<file path="config.mk">
export PLATFORM = sky130hd
export DESIGN_NAME = fifo_rd_packer
export DESIGN_NICKNAME = d
export VERILOG_FILES = /design/src/rtl/fifo_pkg.sv /design/src/rtl/fifo_out_slot.sv /design/src/rtl/fifo_rd_packer.sv
export SDC_FILE = /design/constraint.sdc
export NUM_CORES = 1
export LEC_CHECK = 0
export CAP_MARGIN = 10
export CELL_PAD_IN_SITES_DETAIL_PLACEMENT = 1
export CELL_PAD_IN_SITES_GLOBAL_PLACEMENT = 1
export CORE_ASPECT_RATIO = 1.25
export CORE_MARGIN = 4
export CORE_UTILIZATION = 44
export CTS_CLUSTER_SIZE = 24
export DETAILED_ROUTE_END_ITERATION = 10
export PLACE_DENSITY = 0.94
export SETUP_SLACK_MARGIN = 0.3
export SLEW_MARGIN = 20
export SYNTH_ARGS = -nofsm -noshare
export SYNTH_HDL_FRONTEND = slang
export SYNTH_HIERARCHICAL = 1
export SYNTH_SLANG_ARGS = --single-unit
</file>
<file path="constraint.sdc">
create_clock -name rd_clk -period 3.2 [get_ports rd_clk]
set_input_delay 0.64 -clock rd_clk [delete_from_list [all_inputs] [get_ports rd_clk]]
set_output_delay 0.64 -clock rd_clk [all_outputs]
set_load 0.01 [all_outputs]
</file>
<file path="src/rtl/fifo_pkg.sv">
// Shared defaults, lane-count/keep types and the keep-mask helper for the FIFO read packer.
package fifo_pkg;
  localparam int unsigned DEF_DATA_W = 8;
  localparam int unsigned DEF_RATIO  = 2;
  localparam int unsigned MAX_RATIO  = 8;

  // Sized for the largest legal RATIO so one type serves every instance.
  typedef logic [$clog2(MAX_RATIO+1)-1:0] lane_cnt_t;
  typedef logic [MAX_RATIO-1:0]           keep_t;

  function automatic keep_t keep_from_cnt(input lane_cnt_t cnt);
    logic [MAX_RATIO:0] one_hot;
    one_hot = (MAX_RATIO+1)'(1) << cnt;
    return keep_t'(one_hot - (MAX_RATIO+1)'(1));
  endfunction
endpackage

</file>
<file path="src/rtl/fifo_out_slot.sv">
// One-entry valid/ready output register: a load wins over an accept in the same cycle.
// free_o is high when a load this cycle cannot overwrite an unaccepted beat.
module fifo_out_slot
  import fifo_pkg::*;
#(
  parameter int unsigned W = 16,
  parameter int unsigned K = 2
) (
  input  logic         clk_i,
  input  logic         rst_n_i,
  input  logic         load_i,
  input  logic [W-1:0] dat_i,
  input  logic [K-1:0] keep_i,
  input  logic         rdy_i,
  output logic         vld_o,
  output logic [W-1:0] dat_o,
  output logic [K-1:0] keep_o,
  output logic         free_o
);
  logic         vld_q;
  logic [W-1:0] dat_q;
  logic [K-1:0] keep_q;

  always_ff @(posedge clk_i or negedge rst_n_i) begin
    if (!rst_n_i) begin
      vld_q  <= 1'b0;
      dat_q  <= '0;
      keep_q <= '0;
    end else if (load_i) begin
      vld_q  <= 1'b1;
      dat_q  <= dat_i;
      keep_q <= keep_i;
    end else if (vld_q && rdy_i) begin
      vld_q <= 1'b0;
    end
  end

  assign vld_o  = vld_q;
  assign dat_o  = dat_q;
  assign keep_o = keep_q;
  assign free_o = !vld_q || rdy_i;
endmodule

</file>
<file path="src/rtl/fifo_rd_packer.sv">
// Pops async_fifo words (1-cycle read latency) and packs RATIO of them per valid/ready beat.
// A full beat blocked by downstream parks in the accumulator and stops further pops.
module fifo_rd_packer
  import fifo_pkg::*;
#(
  parameter int unsigned DATA_W = DEF_DATA_W,
  parameter int unsigned RATIO  = DEF_RATIO,
  parameter int unsigned CNT_W  = 16
) (
  input  logic                    rd_clk,
  input  logic                    res,
  input  logic                    empty,
  input  logic                    underflow,
  input  logic [DATA_W-1:0]       rdata,
  output logic                    rd_en,
  input  logic                    flush,
  output logic [DATA_W*RATIO-1:0] out_data,
  output logic [RATIO-1:0]        out_keep,
  output logic                    out_valid,
  input  logic                    out_ready,
  output logic [CNT_W-1:0]        pop_count,
  output logic                    err_underflow
);
  localparam lane_cnt_t RATIO_C = lane_cnt_t'(RATIO);

  logic                    run_q;
  logic                    inflight_q;
  logic                    flush_pend_q, flush_pend_d;
  lane_cnt_t               acc_cnt_q, acc_cnt_d, fill_cnt;
  logic [DATA_W-1:0]       lane_q [RATIO];
  logic [CNT_W-1:0]        pop_cnt_q;
  logic                    err_q;
  logic [DATA_W*RATIO-1:0] beat_dat;
  logic [RATIO-1:0]        beat_keep;
  logic                    slot_free, full_now, flush_exec, load;

  // run_q keeps rd_en low until the first edge after reset release.
  assign rd_en      = run_q && !empty && !flush_pend_q &&
                      ((acc_cnt_q + lane_cnt_t'(inflight_q)) < RATIO_C);
  assign fill_cnt   = acc_cnt_q + lane_cnt_t'(inflight_q);
  assign full_now   = (fill_cnt == RATIO_C);
  assign flush_exec = flush_pend_q && !inflight_q && (acc_cnt_q != '0);
  assign load       = slot_free && (full_now || flush_exec);
  assign acc_cnt_d  = load ? '0 : fill_cnt;
  assign beat_keep  = RATIO'(keep_from_cnt(fill_cnt));

  // Lanes at or beyond the fill point are zeroed so no stale word leaks out.
  always_comb begin
    beat_dat = '0;
    for (int i = 0; i < RATIO; i++) begin
      if (lane_cnt_t'(i) < acc_cnt_q)
        beat_dat[i*DATA_W +: DATA_W] = lane_q[i];
      else if (inflight_q && (lane_cnt_t'(i) == acc_cnt_q))
        beat_dat[i*DATA_W +: DATA_W] = rdata;
    end
  end

  always_comb begin
    flush_pend_d = flush_pend_q;
    if (flush_pend_q && !inflight_q && ((acc_cnt_q == '0) || load))
      flush_pend_d = 1'b0;
    if (flush)
      flush_pend_d = 1'b1;
  end

  always_ff @(posedge rd_clk or negedge res) begin
    if (!res) begin
      run_q        <= 1'b0;
      inflight_q   <= 1'b0;
      flush_pend_q <= 1'b0;
      acc_cnt_q    <= '0;
      pop_cnt_q    <= '0;
      err_q        <= 1'b0;
      for (int i = 0; i < RATIO; i++) lane_q[i] <= '0;
    end else begin
      run_q        <= 1'b1;
      inflight_q   <= rd_en;
      flush_pend_q <= flush_pend_d;
      acc_cnt_q    <= acc_cnt_d;
      err_q        <= err_q | underflow;
      if (rd_en) pop_cnt_q <= pop_cnt_q + CNT_W'(1);
      for (int i = 0; i < RATIO; i++)
        if (inflight_q && (lane_cnt_t'(i) == acc_cnt_q)) lane_q[i] <= rdata;
    end
  end

  assign pop_count     = pop_cnt_q;
  assign err_underflow = err_q;

  fifo_out_slot #(
    .W (DATA_W*RATIO),
    .K (RATIO)
  ) u_out_slot (
    .clk_i   (rd_clk),
    .rst_n_i (res),
    .load_i  (load),
    .dat_i   (beat_dat),
    .keep_i  (beat_keep),
    .rdy_i   (out_ready),
    .vld_o   (out_valid),
    .dat_o   (out_data),
    .keep_o  (out_keep),
    .free_o  (slot_free)
  );
endmodule
</file>
==> impl_metrics.json <==
{
  "synth_fa_ha_area_frac": 0.0138,
  "coreArea_sq_mm": 0.00590,
  "cts_tree": "yes",
  "ir_drop_v": 0.000451,
  "yosys.area_share.simple": 0.187,
  "synth_compound_area_frac": 0.0415,
  "startpoint_type": "register",
  "dieWidth_um": 78.2,
  "max_freq_mhz": 361,
  "layout_common_cells": "59 x dfrtp_1, 48 x clkdlybuf4s50_1, 46 x nand2_1",
  "finalWorstSetupSlack_ns": 0.429,
  "cp-end-kind": "output pin",
  "grt_pass1_wl_mm": 11.5,
  "syn-cell-area_sq_mm": 0.00271,
  "synth_top_family_by_area": "simple AND/OR/NAND/NOR gates",
  "grt-ovfl-total": 0,
  "wl_per_cell_um": 18.0,
  "worstMarginPinSlew_ns": 0.584,
  "final_nets": 306,
  "grt_usage": 0.204,
  "hold_path_class": "in2async",
  "initial_core_util": 0.460,
  "synth-xor-area-share": 0.0549,
  "cts_buffer_depth": 2,
  "rows": 31,
  "p_leak_nw": 1.60,
  "period_needed_ns": 2.77,
  "regToRegSetupSlack_ns": 0.82,
  "finalMaxSlewViolations": 0,
  "drt_pass1_iterations": 4,
  "die_h_um": 95.8,
  "hpwlAfterDp_mm": 4.88,
  "final_common_cell": "dfrtp_1",
  "via_count": 1980,
  "maxCapViolations": 0,
  "root_buffer": "clkbuf_8",
  "synthesis.nets": 245,
  "worst-r2r-cell-count": 8,
  "portBuffers": 50,
  "syn_to_final_growth_pct": 29.3,
  "clk-insertion-delay-late_ns": 0.34,
  "hold_violations": 0,
  "pre_cts_ws_ns": 0.0453,
  "setup_tns_ns": 0,
  "cts_buffers": 9,
  "cts.sinks": 59,
  "detail-route-antenna-nets": 0,
  "r2r-end": "u_out_slot/keep_o[0]",
  "r2r_start": "acc_cnt_q[0]",
  "drive_gt1_frac": 0.207,
  "slew_headroom": 0.607,
  "grt_pass1_vias": 2365,
  "die-area_sq_mm": 0.00749,
  "worstPathRequired_ns": 2.56,
  "place.gp.congestion": 0.812,
  "htreeDepth": 3,
  "finalSetupViolCount": 0,
  "rsz0062_at_grt": "false",
  "cp_max_fo": 4,
  "insertedDiodeCount": 0,
  "status": "completed",
  "viasPerCell": 5.27,
  "pin_count": 51,
  "wirelength_mm": 6.76,
  "ys_ff_latch": 59,
  "first_iter_violations": 117,
  "cp_data_arrival_time_ns": 2.13,
  "antenna_found_initial": 0,
  "finClkSkew_ns": 0.00988,
  "syn_inst": 228,
  "clk_pin_slew_ns": 0.07,
  "drc": 0,
  "grt_max_degree": 47,
  "synthMuxAreaShare": 0.125,
  "yosysWarnings": 6,
  "synth.yosys.seq_area_share": 0.544,
  "crit_type": "reg2out",
  "finalCritPeriodShare": 0.866,
  "synth.avg_cell_area_sq_um": 11.9,
  "power_density_mw_per_mm2": 784,
  "yosysUniqueCellTypes": 36
}
-- kinds of logic after synthesis --
logic type,count (synthesis)
buf+inv,11
mux,27
simple gates,98
xor+xnor,17
flops,59
compound gates,12
fa+ha+maj,3
other cells,1
-- registers in the layout, summed over array words and instances (netlist names) --
signal	flops
u_out_slot/vld_o	1
lane_q	16
err_underflow	1
u_out_slot/keep_o	2
flush_pend_q	1
inflight_q	1
acc_cnt_q	4
pop_count	16
u_out_slot/dat_o	16
run_q	1
-- cell type report --
type	instances	area (sq um)
Clock buffer	10	128
Tap cell	82	103
Inverter	3	11.3
Sequential cell	59	1480
Clock inverter	6	65.1
Fill cell	640	2390
Timing Repair Buffer	58	557
Multi-Input combinational cell	158	1170
-- per-layer routing --
| layer | GRT usage | share of wire |
|---|---|---|
| met1 | 0.221 | 0.39 |
| met2 | 0.369 | 0.54 |
| met4 | 0.0860 | 0.015 |
| met3 | 0.0637 | 0.051 |
| met5 | 0 | 0 |
-- Yosys cell counts --
cell,instances,area (sq um)
o31ai_4,1,21.3
nor4_1,3,18.8
a22o_1,8,70.1
nor3b_1,1,7.51
dfrtp_1,59,1480
nor2_1,5,18.8
nand2_1,46,173
buf_4,1,7.51
nor2b_1,2,12.5
a21boi_0,1,7.51
buf_2,3,15.0
nor4b_2,1,15.0
nand2b_1,5,31.3
ha_1,3,37.5
and2_1,2,12.5
or2_2,3,18.8
o21ai_0,1,5.00
and3_1,3,18.8
nor2_8,1,20.0
nand3_1,7,35.0
o31a_1,1,8.76
or3_1,2,12.5
mux2_2,18,203
buf_12,1,20.0
buf_6,3,33.8
and3b_1,1,8.76
nor3_1,3,15.0
mux2_4,9,135
nand3b_1,1,7.51
conb_1,1,3.75
nand2_2,1,6.26
inv_1,3,11.3
nand4b_1,3,26.3
nand4_1,8,50.1
xor2_1,1,8.76
xnor2_1,16,140
-- power breakdown --
part	internal, mW	switching, mW	leakage, nW
Combinational	0.530	0.434	0.726
Clock	0.361	0.307	0.0966
Sequential	0.964	0.154	0.773
Total	1.85	0.895	1.60
-- critical path, stage by stage, from the launching register on --
cell           delay, ns
dfrtp_1             0.41
ha_2                0.21
ha_2                0.21
or3_4               0.40
o31ai_4             0.09
nand2_2             0.13
inv_1               0.09
dlygate4sd2_1       0.27
-- worst max-delay path by stage --
stage                  from  cells past startpoint  slack, ns     to
6_report       acc_cnt_q[0]                      7       0.43  rd_en
3_5_place_dp     inflight_q                      7       0.05  rd_en
3_3_place_gp     inflight_q                      7       0.20  rd_en
2_1_floorplan    inflight_q                      5       0.89  rd_en
5_1_grt        acc_cnt_q[0]                      7       0.30  rd_en
4_1_cts        acc_cnt_q[0]                      7       0.34  rd_en
-- repair_timing --
item                                    4_1_cts  5_1_grt
gates resized for setup                       4        1
hold buffers                                  0        0
endpoints found under the setup margin        1        1
buffers inserted                              2        1
pin swaps                                     1        1
-- through the flow --
step	std cells	area (sq um)	hold WS (ns)	utilization	total power, mW
after floorplan	228	2710	0.344	-	1.70
after global placement	357	3270	0.450	0.555	2.01
after detailed placement	357	3270	0.459	0.555	2.08
after CTS	375	3490	0.481	0.593	2.77
after global routing	376	3510	0.307	0.595	2.92
final	376	3510	0.293	0.595	2.75
Note: power is estimated with default switching activity, not from simulation.
